**config.mk**
```make
export PLATFORM = sky130hd
export DESIGN_NAME = axi_img_loader_flat
export DESIGN_NICKNAME = d
export VERILOG_FILES = /design/src/rtl/axi_img_loader_pkg.sv /design/src/rtl/axi_img_loader_if.sv /design/src/rtl/axi_img_loader.sv /design/src/flat_wrapper.sv
export SDC_FILE = /design/constraint.sdc
export NUM_CORES = 1
export LEC_CHECK = 0
export CORE_ASPECT_RATIO = 1.75
export CORE_UTILIZATION = 36
export CTS_BUF_LIST = sky130_fd_sc_hd__clkbuf_16
export DETAILED_ROUTE_END_ITERATION = 12
export SETUP_SLACK_MARGIN = 0.5
export SLEW_MARGIN = 15
export SYNTH_ARGS = -nofsm -noshare
export SYNTH_HDL_FRONTEND = slang
export SYNTH_SLANG_ARGS = --single-unit
```
**constraint.sdc**
```tcl
create_clock -name clk -period 6.4 [get_ports clk]
set_clock_uncertainty 0.05 [all_clocks]
set_input_delay 0.96 -clock clk [delete_from_list [all_inputs] [get_ports clk]]
set_output_delay 0.96 -clock clk [all_outputs]
set_load 0.01 [all_outputs]
```
**src/rtl/axi_img_loader_pkg.sv**
```systemverilog
// Shared types and constants for the image loader: AXI channel bundles,
// AXI encodings and the loader state enumeration.
package axi_img_loader_pkg;

    localparam logic [2:0] AXI_SIZE_4B    = 3'b010;
    localparam logic [1:0] AXI_BURST_INCR = 2'b01;
    localparam logic [1:0] AXI_RESP_OKAY  = 2'b00;

    typedef enum logic [2:0] {
        HDR    = 3'd0,
        DATA   = 3'd1,
        AXI_WR = 3'd2,
        AXI_B  = 3'd3,
        DONE   = 3'd4,
        ERROR  = 3'd5
    } ldr_st_t;

    typedef struct packed {
        logic [3:0]  awid;
        logic [31:0] awaddr;
        logic [7:0]  awlen;
        logic [2:0]  awsize;
        logic [1:0]  awburst;
        logic        awvalid;
        logic [31:0] wdata;
        logic [3:0]  wstrb;
        logic        wlast;
        logic        wvalid;
        logic        bready;
        logic        arvalid;
        logic        rready;
    } s_axi_mosi_t;

    typedef struct packed {
        logic        awready;
        logic        wready;
        logic [1:0]  bresp;
        logic        bvalid;
    } s_axi_miso_t;

    // Byte-lane strobe for a word whose highest filled lane is last_lane.
    function automatic logic [3:0] strb_for(input logic [1:0] last_lane);
        logic [3:0] s;
        case (last_lane)
            2'd0:    s = 4'b0001;
            2'd1:    s = 4'b0011;
            2'd2:    s = 4'b0111;
            2'd3:    s = 4'b1111;
            default: s = 4'b1111;
        endcase
        return s;
    endfunction

endpackage

```
**src/rtl/axi_img_loader_if.sv**
```systemverilog
// AXI4 write-side bundle between the loader (master) and the memory (slave).
interface axi_img_loader_if;
    import axi_img_loader_pkg::*;

    s_axi_mosi_t mosi;
    s_axi_miso_t miso;

    modport master (output mosi, input miso);
    modport slave  (input mosi, output miso);
endinterface

```
**src/rtl/axi_img_loader.sv**
```systemverilog
// Streams a length-prefixed byte image into memory via single-beat AXI
// writes, then raises a sticky done flag that releases the core's fetch.
module axi_img_loader
    import axi_img_loader_pkg::*;
#(
    parameter logic [31:0] BASE_ADDR = 32'h8000_0000,
    parameter int unsigned MAX_BYTES = 65536
) (
    input  logic                    clk,
    input  logic                    rst,
    input  logic                    byte_valid_i,
    input  logic [7:0]              byte_data_i,
    output logic                    byte_ready_o,
    axi_img_loader_if.master        axi,
    output logic                    done_o,
    output logic                    error_o,
    output logic [31:0]             words_o
);

    localparam int IDX_W = $clog2(MAX_BYTES / 4) + 1;

    ldr_st_t            state_q, state_d;
    logic [31:0]        len_q, len_d;
    logic [1:0]         hdr_cnt_q, hdr_cnt_d;
    logic [31:0]        rem_q, rem_d;
    logic [31:0]        word_q, word_d;
    logic [1:0]         bcnt_q, bcnt_d;
    logic [IDX_W-1:0]   idx_q, idx_d;
    logic [31:0]        words_q, words_d;
    s_axi_mosi_t        mosi_q, mosi_d;
    logic               byte_ready_q, byte_ready_d;
    logic               done_q, done_d;
    logic               error_q, error_d;

    logic               byte_xfer_s;
    logic [31:0]        hdr_len_s;
    logic [31:0]        word_nxt_s;
    logic               aw_done_s;
    logic               w_done_s;

    // State register and all registered outputs.
    always_ff @(posedge clk) begin
        if (rst) begin
            state_q      <= HDR;
            len_q        <= 32'd0;
            hdr_cnt_q    <= 2'd0;
            rem_q        <= 32'd0;
            word_q       <= 32'd0;
            bcnt_q       <= 2'd0;
            idx_q        <= '0;
            words_q      <= 32'd0;
            mosi_q       <= '0;
            byte_ready_q <= 1'b0;
            done_q       <= 1'b0;
            error_q      <= 1'b0;
        end else begin
            state_q      <= state_d;
            len_q        <= len_d;
            hdr_cnt_q    <= hdr_cnt_d;
            rem_q        <= rem_d;
            word_q       <= word_d;
            bcnt_q       <= bcnt_d;
            idx_q        <= idx_d;
            words_q      <= words_d;
            mosi_q       <= mosi_d;
            byte_ready_q <= byte_ready_d;
            done_q       <= done_d;
            error_q      <= error_d;
        end
    end

    // Next-state logic: header parsing, byte packing and the AXI write sequence.
    always_comb begin
        state_d     = state_q;
        len_d       = len_q;
        hdr_cnt_d   = hdr_cnt_q;
        rem_d       = rem_q;
        word_d      = word_q;
        bcnt_d      = bcnt_q;
        idx_d       = idx_q;
        words_d     = words_q;
        mosi_d      = mosi_q;
        byte_xfer_s = byte_valid_i && byte_ready_q;
        hdr_len_s   = {byte_data_i, len_q[31:8]};
        word_nxt_s  = word_q | (32'(byte_data_i) << {bcnt_q, 3'b000});
        aw_done_s   = !mosi_q.awvalid || axi.miso.awready;
        w_done_s    = !mosi_q.wvalid || axi.miso.wready;

        case (state_q)
            HDR: begin
                if (byte_xfer_s) begin
                    len_d     = hdr_len_s;
                    hdr_cnt_d = hdr_cnt_q + 2'd1;
                    rem_d     = hdr_len_s;
                    if (hdr_cnt_q != 2'd3) begin
                        state_d = HDR;
                    end else if (hdr_len_s == 32'd0) begin
                        state_d = DONE;
                    end else if (hdr_len_s > 32'(MAX_BYTES)) begin
                        state_d = ERROR;
                    end else begin
                        state_d = DATA;
                    end
                end else begin
                    state_d = HDR;
                end
            end
            DATA: begin
                if (byte_xfer_s) begin
                    rem_d  = rem_q - 32'd1;
                    word_d = word_nxt_s;
                    bcnt_d = bcnt_q + 2'd1;
                    // A full word or the final payload byte launches the write.
                    if ((bcnt_q == 2'd3) || (rem_q == 32'd1)) begin
                        state_d        = AXI_WR;
                        word_d         = 32'd0;
                        bcnt_d         = 2'd0;
                        mosi_d.awid    = 4'd0;
                        mosi_d.awaddr  = BASE_ADDR + 32'({idx_q, 2'b00});
                        mosi_d.awlen   = 8'd0;
                        mosi_d.awsize  = AXI_SIZE_4B;
                        mosi_d.awburst = AXI_BURST_INCR;
                        mosi_d.awvalid = 1'b1;
                        mosi_d.wdata   = word_nxt_s;
                        mosi_d.wstrb   = strb_for(bcnt_q);
                        mosi_d.wlast   = 1'b1;
                        mosi_d.wvalid  = 1'b1;
                    end else begin
                        state_d = DATA;
                    end
                end else begin
                    state_d = DATA;
                end
            end
            AXI_WR: begin
                mosi_d.awvalid = mosi_q.awvalid && !axi.miso.awready;
                mosi_d.wvalid  = mosi_q.wvalid && !axi.miso.wready;
                if (aw_done_s && w_done_s) begin
                    state_d       = AXI_B;
                    mosi_d.bready = 1'b1;
                end else begin
                    state_d = AXI_WR;
                end
            end
            AXI_B: begin
                if (axi.miso.bvalid) begin
                    mosi_d.bready = 1'b0;
                    idx_d         = idx_q + 1'b1;
                    words_d       = words_q + 32'd1;
                    if (axi.miso.bresp != AXI_RESP_OKAY) begin
                        state_d = ERROR;
                    end else if (rem_q == 32'd0) begin
                        state_d = DONE;
                    end else begin
                        state_d = DATA;
                    end
                end else begin
                    state_d = AXI_B;
                end
            end
            DONE:    state_d = DONE;
            ERROR:   state_d = ERROR;
            default: state_d = ERROR;
        endcase

        mosi_d.arvalid = 1'b0;
        mosi_d.rready  = 1'b0;
        byte_ready_d   = (state_d == HDR) || (state_d == DATA);
        done_d         = (state_d == DONE);
        error_d        = (state_d == ERROR);
    end

    assign axi.mosi     = mosi_q;
    assign byte_ready_o = byte_ready_q;
    assign done_o       = done_q;
    assign error_o      = error_q;
    assign words_o      = words_q;

endmodule

```
**src/flat_wrapper.sv**
```systemverilog
// flat-port wrapper written by rule: the top's interface ports become plain ports
module axi_img_loader_flat import axi_img_loader_pkg::*;
#(
    parameter logic [31:0] BASE_ADDR = 32'h8000_0000,
    parameter int unsigned MAX_BYTES = 65536
)
  (clk, rst, byte_valid_i, byte_data_i, byte_ready_o, done_o, error_o, words_o, axi_mosi, axi_miso);
  axi_img_loader_if axi_i ();
  input  logic clk;
  input  logic rst;
  input  logic byte_valid_i;
  input  logic [7:0] byte_data_i;
  output logic byte_ready_o;
  output logic done_o;
  output logic error_o;
  output logic [31:0] words_o;
  output wire logic [$bits(axi_i.mosi)-1:0] axi_mosi;
  input wire logic [$bits(axi_i.miso)-1:0] axi_miso;
  assign axi_mosi = axi_i.mosi;
  assign axi_i.miso = axi_miso;
  axi_img_loader #(.BASE_ADDR(BASE_ADDR), .MAX_BYTES(MAX_BYTES)) u_core (.clk(clk), .rst(rst), .byte_valid_i(byte_valid_i), .byte_data_i(byte_data_i), .byte_ready_o(byte_ready_o), .axi(axi_i), .done_o(done_o), .error_o(error_o), .words_o(words_o));
endmodule
```
==> impl_metrics.json <==
{
  "hold_class": "flip-flop to flip-flop",
  "synthArstFlopShare_pct": 0,
  "cts_tree": "done",
  "tightest_slew_ns": 1.04,
  "die_area_um2": 25800,
  "initial_core_util_pct": 36.8,
  "ios": 142,
  "yosysTopAreaCell": "dfxtp_1",
  "wirelength_um": 25000,
  "p_leak_nw": 3.43,
  "rows": 76,
  "synth_top_area_share_pct": 44.0,
  "status": "complete, no violations",
  "final_common_cell": "dfxtp_1",
  "dr_total_vias": 8198,
  "crit_type": "primary input to flip-flop",
  "period_share_pct": 57.4,
  "grt_pass1_wl_um": 40500,
  "die_h_um": 212,
  "cap_violations": 0,
  "drtPass1Iterations": 5,
  "grt_max_degree": 92,
  "ant_nets": 0,
  "mostFrequentLayoutCells": "199 x dfxtp_1, 184 x a21oi_1, 107 x clkdlybuf4s50_1, 102 x nand2_1, 102 x nor2_1",
  "ys_warn_count": 0,
  "syn_area_um2": 9050,
  "htree_levels": 4,
  "synth_flop_cell": "dfxtp_1",
  "cts_buffer_depth": 2,
  "final_area_um2": 10700,
  "cts_setup_buffers": 0,
  "dp_hpwl_um": 16600,
  "cts_buffers": 17,
  "grt_pass1_vias": 7692,
  "powerDensity_nw_per_um2": 234,
  "cts_resized": 0,
  "critPathMaxFanout": 42,
  "ys_top_cells_by_area": "dfxtp_1 44%, a21oi_1 10%, nor2_1 4.3%",
  "gp_congestion": 0.800,
  "worst_setup_path_start_kind": "primary input",
  "slew_violations": 0,
  "required_ns": 6.63,
  "port_buffers": 108,
  "syn_avg_cell_area_um2": 8.18,
  "core_um2": 24600,
  "finalSetupViolCount": 0,
  "drc": 0,
  "clk_pin_slew_ns": 0.07,
  "placed_area_um2": 10200,
  "holdBufCountCts": 0,
  "clock-sinks": 199,
  "critPathCaptureType": "flip-flop",
  "cts_root_buffer": "clkbuf_16",
  "syn2layout_area_growth_pct": 18.2,
  "arrival_ns": 3.91,
  "ys_seq_area_share_pct": 44.0,
  "grt_use_total_pct": 20.1,
  "die_w_um": 122,
  "fin_tns_setup_ns": 0,
  "insertion_delay_ns": 0.45,
  "syn_inst": 1107,
  "final_nets": 1186,
  "via_per_inst": 5.52,
  "grt_overflow": 0,
  "antenna_found_initial": 0,
  "fillers": 2456,
  "layout-drive-gt1-share_pct": 5.20,
  "rsz0062_at_grt": "false",
  "layout_min_cycle_time_ns": 3.68,
  "synth_edf_count": 0,
  "drt_iter0_drc": 482,
  "n_antenna_cell": 0,
  "slew_headroom_pct": 30.8,
  "wl_per_cell_um": 16.8,
  "hold_viol": 0,
  "peakVddDrop_mv": 0.214,
  "max_freq_ghz": 0.272,
  "synth.distinct_cells": 65,
  "synth_seq_cells": 199
}
-- state kept, by name, summed over array words and instances (netlist names) --
signal and flops:
u_core.axi.mosi 54, u_core.rem_q 32, u_core.word_q 32, u_core.words_o 32, u_core.len_q 24, u_core.idx_q 15, u_core.state_q 3, u_core.bcnt_q 2
u_core.hdr_cnt_q 2, u_core.byte_ready_o 1, u_core.done_o 1, u_core.error_o 1
-- power by group --
group	total [mW]	leakage (nW)	switching [mW]	internal, mW
Clock	1.02	0.270	0.518	0.507
Sequential	1.28	1.61	0.0246	1.25
Combinational	0.203	1.55	0.142	0.0617
-- worst max-delay path, cell delays in order --
cell	delay (ns)
clkdlybuf4s50_1	0.51
nor4bb_4	0.20
buf_4	0.44
nand2_1	0.67
nor2_4	0.94
a211oi_1	0.17
-- cells by family (layout without fill, tap and decap cells) --
kind of cell / after synthesis / count (layout) / synth area share (%)
buffers and inverters: 137 / 172 / 7.58
multiplexers: 5 / 5 / 0.567
AO/OA/AOI/OAI: 332 / 332 / 21.6
XOR/XNOR: 35 / 35 / 3.39
AND/OR/NAND/NOR: 389 / 389 / 21.6
other: 1 / 33 / 0.0414
adder cells (fa/ha/maj): 9 / 9 / 1.24
flip-flops: 199 / 199 / 44.0
-- cells in the mapped netlist (all sizes together) (6+ instances only) --
cell type,instances
nor3,36
nand3,33
clkbuf,60
a21oi,184
buf,55
and4,7
xor2,12
xnor2,23
dfxtp,199
nor4,28
o21ai,48
or3,14
nand2,102
inv,22
o31ai,11
a211oi,46
and2,6
ha,9
a311oi,7
or4,11
nor2,104
nand4,19
-- final timing paths --
path / startpoint / endpoint / slack, ns / depth (start not counted)
setup / recovery: byte_valid_i / u_core.axi.mosi[35] / 2.72 / 6
hold / removal: u_core.hdr_cnt_q[1] / u_core.hdr_cnt_q[1] / 0.41 / 2
setup reg to reg: u_core.rem_q[17] / u_core.axi.mosi[35] / 3.02 / 5
hold reg to reg: u_core.hdr_cnt_q[1] / u_core.hdr_cnt_q[1] / 0.41 / 2
-- metal layers --
metal  share of wire, %  global-route usage, %  wire [µm]
met3                4.7                   3.29       1170
met5                  0                      0          0
met1                 41                   23.4      10300
met4                2.2                   7.83        539
met2                 52                   35.8      12900
-- per-stage QoR --
| stage | worst slack (ns) | hold slack (ns) | util (%) | std cells | total power, mW |
|---|---|---|---|---|---|
| after floorplan | 3.86 | 0.388 | - | 1139 | 1.47 |
| after global placement | 2.32 | 0.397 | 41.2 | 1454 | 1.51 |
| after detailed placement | 2.28 | 0.401 | 41.2 | 1454 | 1.51 |
| after CTS | 2.76 | 0.410 | 43.4 | 1486 | 2.53 |
| after global routing | 2.48 | 0.438 | 43.4 | 1486 | 2.61 |
| final | 2.72 | 0.414 | 43.4 | 1486 | 2.51 |
-- final cells by class --
class | instances | area (µm²) | area share [%]
Multi-Input combinational cell | 803 | 4540 | 42.4
Sequential cell | 199 | 3980 | 37.2
Timing Repair Buffer | 118 | 1150 | 10.8
Clock buffer | 17 | 425 | 3.98
Tap cell | 312 | 390 | 3.65
Clock inverter | 15 | 124 | 1.16
Inverter | 22 | 82.6 | 0.772
Power figures use the tool's default switching activity.
